File: src/rtl/note_sequence_controller.sv
// note_sequence_controller
// Plays a song from an external synchronous event ROM. Each event is
// {note[5:0], len[4:0]}. The block fetches events one at a time, times each
// note in 32nd-note ticks and drives the note code, the gate and a one-cycle
// onset strobe. All outputs are registered.
// Optional build macro: NOTE_GAP_EN. When defined, the gate drops during the
// final tick of notes longer than one tick so repeated notes re-articulate.
module note_sequence_controller #(
  parameter int ADDR_W      = 4,
  parameter int TICK_CYCLES = 781250
) (
  input  logic              i_clk,
  input  logic              i_rst_n,
  input  logic              i_start,
  input  logic              i_stop,
  input  logic              i_loop,
  output logic              o_rom_en,
  output logic [ADDR_W-1:0] o_rom_addr,
  input  logic [10:0]       i_rom_data,
  output logic [5:0]        o_note,
  output logic              o_note_valid,
  output logic              o_gate,
  output logic              o_busy,
  output logic              o_done
);

  localparam int TICK_W = (TICK_CYCLES > 1) ? $clog2(TICK_CYCLES) : 1;
  localparam logic [TICK_W-1:0] TICK_LAST = TICK_W'(TICK_CYCLES - 1);

  typedef enum logic [2:0] {
    S_IDLE,
    S_FETCH,
    S_LOAD,
    S_PLAY,
    S_DONE
  } state_t;

  state_t              state_q, state_d;
  logic [ADDR_W-1:0]   addr_q, addr_d;
  logic [TICK_W-1:0]   tick_q, tick_d;
  logic [4:0]          len_q, len_d;
  logic [5:0]          note_q, note_d;
  logic                gate_q, gate_d;
  logic                valid_q, valid_d;
  logic                done_q, done_d;
  logic                rom_en_q, rom_en_d;
  logic                busy_q, busy_d;
  logic                start_pend_q, start_pend_d;

  logic [5:0]          ev_note;
  logic [4:0]          ev_len;
  logic                ev_end;
  logic                tick_wrap;

  assign ev_note   = i_rom_data[10:5];
  assign ev_len    = i_rom_data[4:0];
  assign ev_end    = (ev_note == 6'h3F) && (ev_len == 5'h00);
  assign tick_wrap = (tick_q == TICK_LAST);

  // Next-state and next-output computation for the playback FSM.
  // A start pulse seen in IDLE is held for one cycle in start_pend so the
  // first fetch happens one cycle after the start edge; a stop on either
  // cycle cancels it.
  always_comb begin
    state_d      = state_q;
    addr_d       = addr_q;
    tick_d       = tick_q;
    len_d        = len_q;
    note_d       = note_q;
    gate_d       = gate_q;
    valid_d      = 1'b0;
    done_d       = 1'b0;
    rom_en_d     = 1'b0;
    start_pend_d = 1'b0;

    case (state_q)
      S_IDLE: begin
        note_d       = 6'h00;
        gate_d       = 1'b0;
        start_pend_d = i_start & ~i_stop & ~start_pend_q;
        if (start_pend_q && !i_stop) begin
          state_d  = S_FETCH;
          addr_d   = '0;
          rom_en_d = 1'b1;
        end
      end
      S_FETCH: begin
        state_d = S_LOAD;
      end
      S_LOAD: begin
        if (ev_end) begin
          if (i_loop) begin
            // Restart: note and gate hold so the loop seam is silent-free.
            addr_d   = '0;
            rom_en_d = 1'b1;
            state_d  = S_FETCH;
          end else begin
            state_d = S_DONE;
          end
        end else begin
          note_d  = ev_note;
          valid_d = 1'b1;
          gate_d  = (ev_note != 6'h00);
          tick_d  = '0;
          len_d   = ev_len;
          state_d = S_PLAY;
        end
      end
      S_PLAY: begin
        if (tick_wrap) begin
          tick_d = '0;
          if (len_q != 5'd0) begin
            len_d = len_q - 5'd1;
`ifdef NOTE_GAP_EN
            // Entering the final tick of a multi-tick note: open the gap.
            if (len_q == 5'd1) gate_d = 1'b0;
`endif
          end else begin
            addr_d   = addr_q + 1'b1;
            rom_en_d = 1'b1;
            state_d  = S_FETCH;
          end
        end else begin
          tick_d = tick_q + 1'b1;
        end
      end
      S_DONE: begin
        done_d  = 1'b1;
        note_d  = 6'h00;
        gate_d  = 1'b0;
        state_d = S_IDLE;
      end
      default: begin
        state_d = S_IDLE;
      end
    endcase

    // Stop overrides everything else once playback is underway.
    if (i_stop && (state_q != S_IDLE)) begin
      state_d  = S_IDLE;
      note_d   = 6'h00;
      gate_d   = 1'b0;
      valid_d  = 1'b0;
      done_d   = 1'b0;
      rom_en_d = 1'b0;
      tick_d   = '0;
      len_d    = 5'd0;
    end

    busy_d = (state_d != S_IDLE);
  end

  // State and output registers with synchronous active-low reset.
  always_ff @(posedge i_clk) begin
    if (!i_rst_n) begin
      state_q      <= S_IDLE;
      addr_q       <= '0;
      tick_q       <= '0;
      len_q        <= 5'd0;
      note_q       <= 6'h00;
      gate_q       <= 1'b0;
      valid_q      <= 1'b0;
      done_q       <= 1'b0;
      rom_en_q     <= 1'b0;
      busy_q       <= 1'b0;
      start_pend_q <= 1'b0;
    end else begin
      state_q      <= state_d;
      addr_q       <= addr_d;
      tick_q       <= tick_d;
      len_q        <= len_d;
      note_q       <= note_d;
      gate_q       <= gate_d;
      valid_q      <= valid_d;
      done_q       <= done_d;
      rom_en_q     <= rom_en_d;
      busy_q       <= busy_d;
      start_pend_q <= start_pend_d;
    end
  end

  assign o_rom_en     = rom_en_q;
  assign o_rom_addr   = addr_q;
  assign o_note       = note_q;
  assign o_note_valid = valid_q;
  assign o_gate       = gate_q;
  assign o_busy       = busy_q;
  assign o_done       = done_q;

endmodule

File: config.mk
export PLATFORM = sky130hd
export DESIGN_NAME = note_sequence_controller
export DESIGN_NICKNAME = d
export VERILOG_FILES = /design/src/rtl/note_sequence_controller.sv
export SDC_FILE = /design/constraint.sdc
export NUM_CORES = 1
export LEC_CHECK = 0
export BUFFER_PORTS_ARGS = -buffer_cell sky130_fd_sc_hd__buf_2
export CORE_ASPECT_RATIO = 0.6
export CORE_UTILIZATION = 62
export CTS_CLUSTER_SIZE = 20
export DETAILED_ROUTE_END_ITERATION = 10
export GPL_ROUTABILITY_DRIVEN = 1
export PLACE_DENSITY = 0.85
export SYNTH_ARGS = -nofsm -noshare
export SYNTH_HDL_FRONTEND = slang
export SYNTH_SLANG_ARGS = --single-unit
File: constraint.sdc
create_clock -name i_clk -period 4.07 [get_ports i_clk]
set_clock_uncertainty 0.2 [all_clocks]
set_input_delay 0.407 -clock i_clk [delete_from_list [all_inputs] [get_ports i_clk]]
set_output_delay 0.407 -clock i_clk [all_outputs]
set_load 0.01 [all_outputs]
# --- After elaboration in Yosys (flattened, before gate mapping) ---
# Cells that the tools add are included.
word_totals:
  out_inout_bits: 15
  n_memories: 0
  word_cells: 86
  register_bits: 44
  latch_bits: 0
  input_bits: 16
  ramBits: 0
  rom_bits: 0
classes:
  eq_ne: 13
  div_mod_pow: 0
  addsub: 3
  mul: 0
  order_cmp: 0
  muxes: 32
  bitwise_logic: 6
  n_shift: 0
  reduce_logical: 21
ops:
  columns: ["operator", "n"]
  rows:
  - ["20-bit two-way mux", 2]
  - ["20-bit case mux with 2 select lines", 1]
  - ["20-bit by 1-bit adder with 20-bit output, second input constant", 1]
  - ["20-bit == test, second input constant", 1]
  - ["4-bit two-way mux", 5]
  - ["3-bit two-way mux", 6]
  - ["5-bit two-way mux", 3]
  - ["2-bit != test, second input constant", 7]
  - ["3-bit case mux with 4 select lines", 1]
  - ["4-bit case mux with 3 select lines", 1]
  - ["6-bit case mux with 2 select lines", 1]
  - ["5-bit case mux with 2 select lines", 1]
  - ["3-bit nonzero test", 3]
  - ["1-bit two-way mux", 8]
  - ["3-bit by 2-bit == test with 1-bit output, second input constant", 2]
  - ["6-bit == test, second input constant", 1]
  - ["6-bit two-way mux", 1]
  - ["2-bit AND reduction", 3]
  - ["6-bit AND reduction", 1]
  - ["6-bit nonzero test", 1]
  - ["5-bit logical NOT", 1]
  - ["5-bit nonzero test", 1]
  - ["5-bit by 1-bit subtractor with 5-bit output, second input constant", 1]
  - ["4-bit by 1-bit adder with 4-bit output, second input constant", 1]
  - ["13 further kinds", 21]

# --- Longest topological paths before layout ---
depth:
  word_depth: 6
  depth_mapped: 8
  mapped_depth_nobuf: 7

# --- Worst setup path after synthesis ---
# Ideal clock, no wire load.
synth_path:
  kind: "reg-to-reg"
  start: "register len_q[0]"
  end: "register addr_q[0] (netlist: o_rom_addr[0])"
  path_slack_ns: 2.066
  arrival_time_ns: 1.687
  required_ns: 3.754
  path_stages_with_launch: 8
  path_buffers: 0
  setup_ns: 0.116
  synth_period_minus_slack_ns: 2.004
  path_cell_list: "dfxtp_1 inv_1 ha_1 nor4b_4 o21ai_1 a221oi_2 nand2_2 a31o_2"
synth_via:
  elab_chain_len: 3
synth_rtl:
  columns: ["item", "line", "rtl"]
  rows:
  - ["from (decl)", "41", "logic [4:0] len_q, len_d;"]
  - ["from (signal assigned)", "171", "len_q <= len_d;"]
  - ["5-bit nonzero test", "112", "if (len_q != 5'd0) begin"]
  - ["2-bit != test (no line)", null, null]
  - ["6-bit AND reduction (no line)", null, null]
  - ["to (signal assigned)", "169", "addr_q <= addr_d;"]
  - ["to (decl)", "39", "logic [ADDR_W-1:0] addr_q, addr_d;"]
# No other way between the ends.
# A chain may end at the register's enable or synchronous reset.

# --- Worst setup path after layout ---
layout_path:
  start: "register tick_q[1]"
  end: "register tick_q[2]"
layout_via:
  elab_chain_len: 3
  elab_cells_between_ends: 4
  classes_between: "1 x add/sub; 1 x eq/ne; 2 x mux"
layout_rtl:
  columns: ["item", "line", "rtl"]
  rows:
  - ["from (decl)", "40", "logic [TICK_W-1:0] tick_q, tick_d;"]
  - ["from (signal assigned)", "170", "tick_q <= tick_d;"]
  - ["20-bit by 1-bit adder with 20-bit output or 20-bit == test (tied branches)", "124, 58", null]
  - ["20-bit two-way mux (*)", "110", "if (tick_wrap) begin"]
  - ["20-bit case mux with 2 select lines (*)", "76", "case (state_q)"]
# Every way passes the cells marked *; elsewhere a longest branch is shown, timed or not.

==> flow_summary_export.csv <==
group,metric,value,unit
clock_tree,postCtsHoldBufs,0,
clock_tree,clockBufferDepth,2,
routing,drt-initial-drc-count,171,
global_routing,grt_max_degree,29,
logic_synthesis,synth_edf_count,0,
finish,antenna_cells,0,
placement,hpwlAfterDp,4080,um
logic_synthesis,synth.distinct_cells,68,
logic_synthesis,postSynthAreaPerCell,8.91,sq um
clock_tree,cts-buffers-inserted,5,
timing,tns,0,ns
setup_path,end_kind,"flip-flop",
logic_synthesis,syn_inst,269,
routing,vias,2270,
global_routing,antenna_found_initial,0,
floorplanning,start_util,65.1,%
setup_path,cp.required,4.10,ns
finish,syn_to_final_growth,10.5,%
routing,routed_via_density,6.60,
clock_tree,clock-sinks,44,
floorplanning,die_w,82.3,um
timing,fin_crit_sh,65.2,%
timing,finalSetupViolations,0,
timing,relSlewSlack,34.1,%
run,drv_cap,0,
setup_path,reg2reg_slack,1.42,ns
min_path,worstHoldStart,"i_loop",
setup_path,worstSetupPathType,"reg -> reg",
clock_tree,htree_levels,2,
floorplanning,core-area,3680,sq um
placement,portBuffers,30,
global_routing,grt_pass1_wl,8940,um
floorplanning,die_area,4130,sq um
global_routing,grt_pass1_vias,1816,
min_path,hold_depth,2,
timing,final_hold_viol_count,0,
floorplanning,ios,31,
setup_path,path_max_fanout,28,
finish,fillers,277,
floorplanning,chipHeight,50.2,um
setup_path,reg2reg_to,"tick_q[2]$_SDFFE_PP0P_",
routing,drt.antenna.violating_nets,0,
timing,tightest_slew,0.986,ns
clock_tree,cts_resized,0,
clock_tree,cts_tree,"built",
logic_synthesis,synth_ff_type,"dfxtp_1",
clock_tree,clock_latency,0.30,ns
setup_path,cp.arrival,2.68,ns
clock_tree,cts.reportedPaths.clkPinSlew,0.09,ns
power_and_ir_drop,ir_worst_vdd,293,uV
finish,layout_common_cells,"dfxtp_1, nand2_1, buf_2",
logic_synthesis,netlist_area,2400,sq um
logic_synthesis,ys_ff_latch,44,
setup_path,worstRegToRegCells,7,
finish,layout-drive-gt1-share,23.2,%
timing,fmax,0.377,GHz
clock_tree,cts_setup_buffers,0,
floorplanning,rows,17,
finish,final_util,72.0,%
global_routing,grt_overflow_total,0,
placement,gp_congestion,0.854,
outcome,status,"finished clean",
logic_synthesis,yosysSeqAreaShare,36.7,%
timing,rsz0062_at_grt,"no",
setup_path,timing.rr.start,"tick_q[1]$_SDFFE_PP0P_",
timing,period_needed,2.65,ns
timing,drv_slew,0,
min_path,hp-class,"in -> reg",
routing,dr.pass1.iters,5,
finish,final_common_cell,"dfxtp_1",
logic_synthesis,synth-warning-count,0,
setup_path,start_kind,"flip-flop",
clock_tree,cts-root-buf,"clkbuf_8",
min_path,hold_end,"state_q[2]$_SDFF_PN0_",
finish,nNetsFinal,317,
power_and_ir_drop,power.density,323,nW/um^2
logic_synthesis,synth_nets,290,
power_and_ir_drop,p_leak,1.03,nW
routing,drc,0,
global_routing,grt_usage,29.0,%
logic_synthesis,async_reset_ff_share,0,%
routing,wirelength,5650,um
routing,wl_per_cell,16.4,um
[registers in the layout, indices dropped and copies added, names as in the netlist]
name and cells:
tick_q 20, o_note 6, len_q 5, o_rom_addr 4, state_q 3, o_busy 1
o_done 1, o_gate 1, o_note_valid 1, o_rom_en 1, start_pend_q 1
[cell usage after synthesis (3+ instances only)]
| master | count | area share, % |
|---|---|---|
| a21oi_1 | 15 | 3.1 |
| a22o_1 | 6 | 2.2 |
| a31oi_1 | 11 | 2.9 |
| a32o_1 | 4 | 1.7 |
| and2_1 | 4 | 1.0 |
| and3_1 | 4 | 1.0 |
| buf_4 | 4 | 1.3 |
| dfxtp_1 | 44 | 37 |
| ha_1 | 5 | 2.6 |
| inv_1 | 7 | 1.1 |
| nand2_1 | 34 | 5.3 |
| nand3_1 | 22 | 4.6 |
| nand4_1 | 5 | 1.3 |
| nor2_1 | 16 | 2.5 |
| nor3_1 | 7 | 1.5 |
| o21ai_0 | 3 | 0.63 |
| o21ai_1 | 3 | 0.63 |
| o22ai_1 | 4 | 1.0 |
| or2b_1 | 4 | 1.3 |
| or4_1 | 4 | 1.3 |
| xnor2_1 | 4 | 1.5 |
[layout make-up]
| type | instances | area (sq um) | area share (%) |
|---|---|---|---|
| tap | 47 | 58.8 | 2.22 |
| clock buffer | 6 | 82.6 | 3.12 |
| multi-input combinational | 206 | 1400 | 52.9 |
| sequential | 44 | 881 | 33.2 |
| inverter | 8 | 30.0 | 1.13 |
| timing repair buffer | 31 | 158 | 5.95 |
| clock inverter | 2 | 38.8 | 1.46 |
[metrics by stage]
stage / setup WS, ns / instance area, sq um / cells / power (W) / hold WS [ns]
after global routing: 1.26 / 2650 / 344 / 0.000883 / 0.109
final: 1.42 / 2650 / 344 / 0.000856 / 0.104
after floorplan: 2.07 / 2400 / 269 / 0.000488 / 0.232
after detailed placement: 1.47 / 2530 / 336 / 0.000508 / 0.257
after CTS: 1.43 / 2650 / 344 / 0.000856 / 0.0976
after global placement: 1.56 / 2530 / 336 / 0.000507 / 0.252
[worst max-delay path: stages (launching register included)]
cell	delay, ns
dfxtp_1	0.41
inv_1	0.06
ha_1	0.19
and4bb_1	0.22
and4_4	0.21
a211oi_4	0.84
or2b_1	0.29
a31oi_1	0.16
[report_power, final]
group	internal, W	switching (W)
Combinational	0.0000223	0.0000405
Sequential	0.000434	0.00000396
Clock	0.000201	0.000155
[worst max-delay path by stage]
stage	startpoint	end	slack [ns]
after floorplan	len_q[0]$_SDFFE_PP0P_	o_rom_addr[0]$_SDFFE_PN0P_	2.07
after global placement	tick_q[1]$_SDFFE_PP0P_	tick_q[13]$_SDFFE_PP0P_	1.56
after detailed placement	tick_q[1]$_SDFFE_PP0P_	tick_q[2]$_SDFFE_PP0P_	1.47
after CTS	tick_q[1]$_SDFFE_PP0P_	tick_q[2]$_SDFFE_PP0P_	1.43
after global routing	tick_q[1]$_SDFFE_PP0P_	tick_q[3]$_SDFFE_PP0P_	1.26
final	tick_q[1]$_SDFFE_PP0P_	tick_q[2]$_SDFFE_PP0P_	1.42
[layer usage]
layer / GRT usage (%) / routed length (um) / vias to the layer above
li1: - / - / 1071
met1: 47.6 / 2810 / 1068
met2: 36.2 / 2270 / 125
met3: 8.00 / 523 / 6
met4: 5.26 / 37 / 0
met5: 0 / 0 / -
[logic make-up (layout without fill, tap and decap cells)]
family | count (synthesis) | count (layout) | share of synthesized area, %
fa+ha+maj | 5 | 5 | 2.61
compound gates | 68 | 68 | 21.2
buf+inv | 19 | 47 | 4.80
xor+xnor | 4 | 4 | 1.46
simple gates | 127 | 127 | 32.3
mux | 2 | 2 | 0.835
flops | 44 | 44 | 36.7
Power figures use the tool's default switching activity.
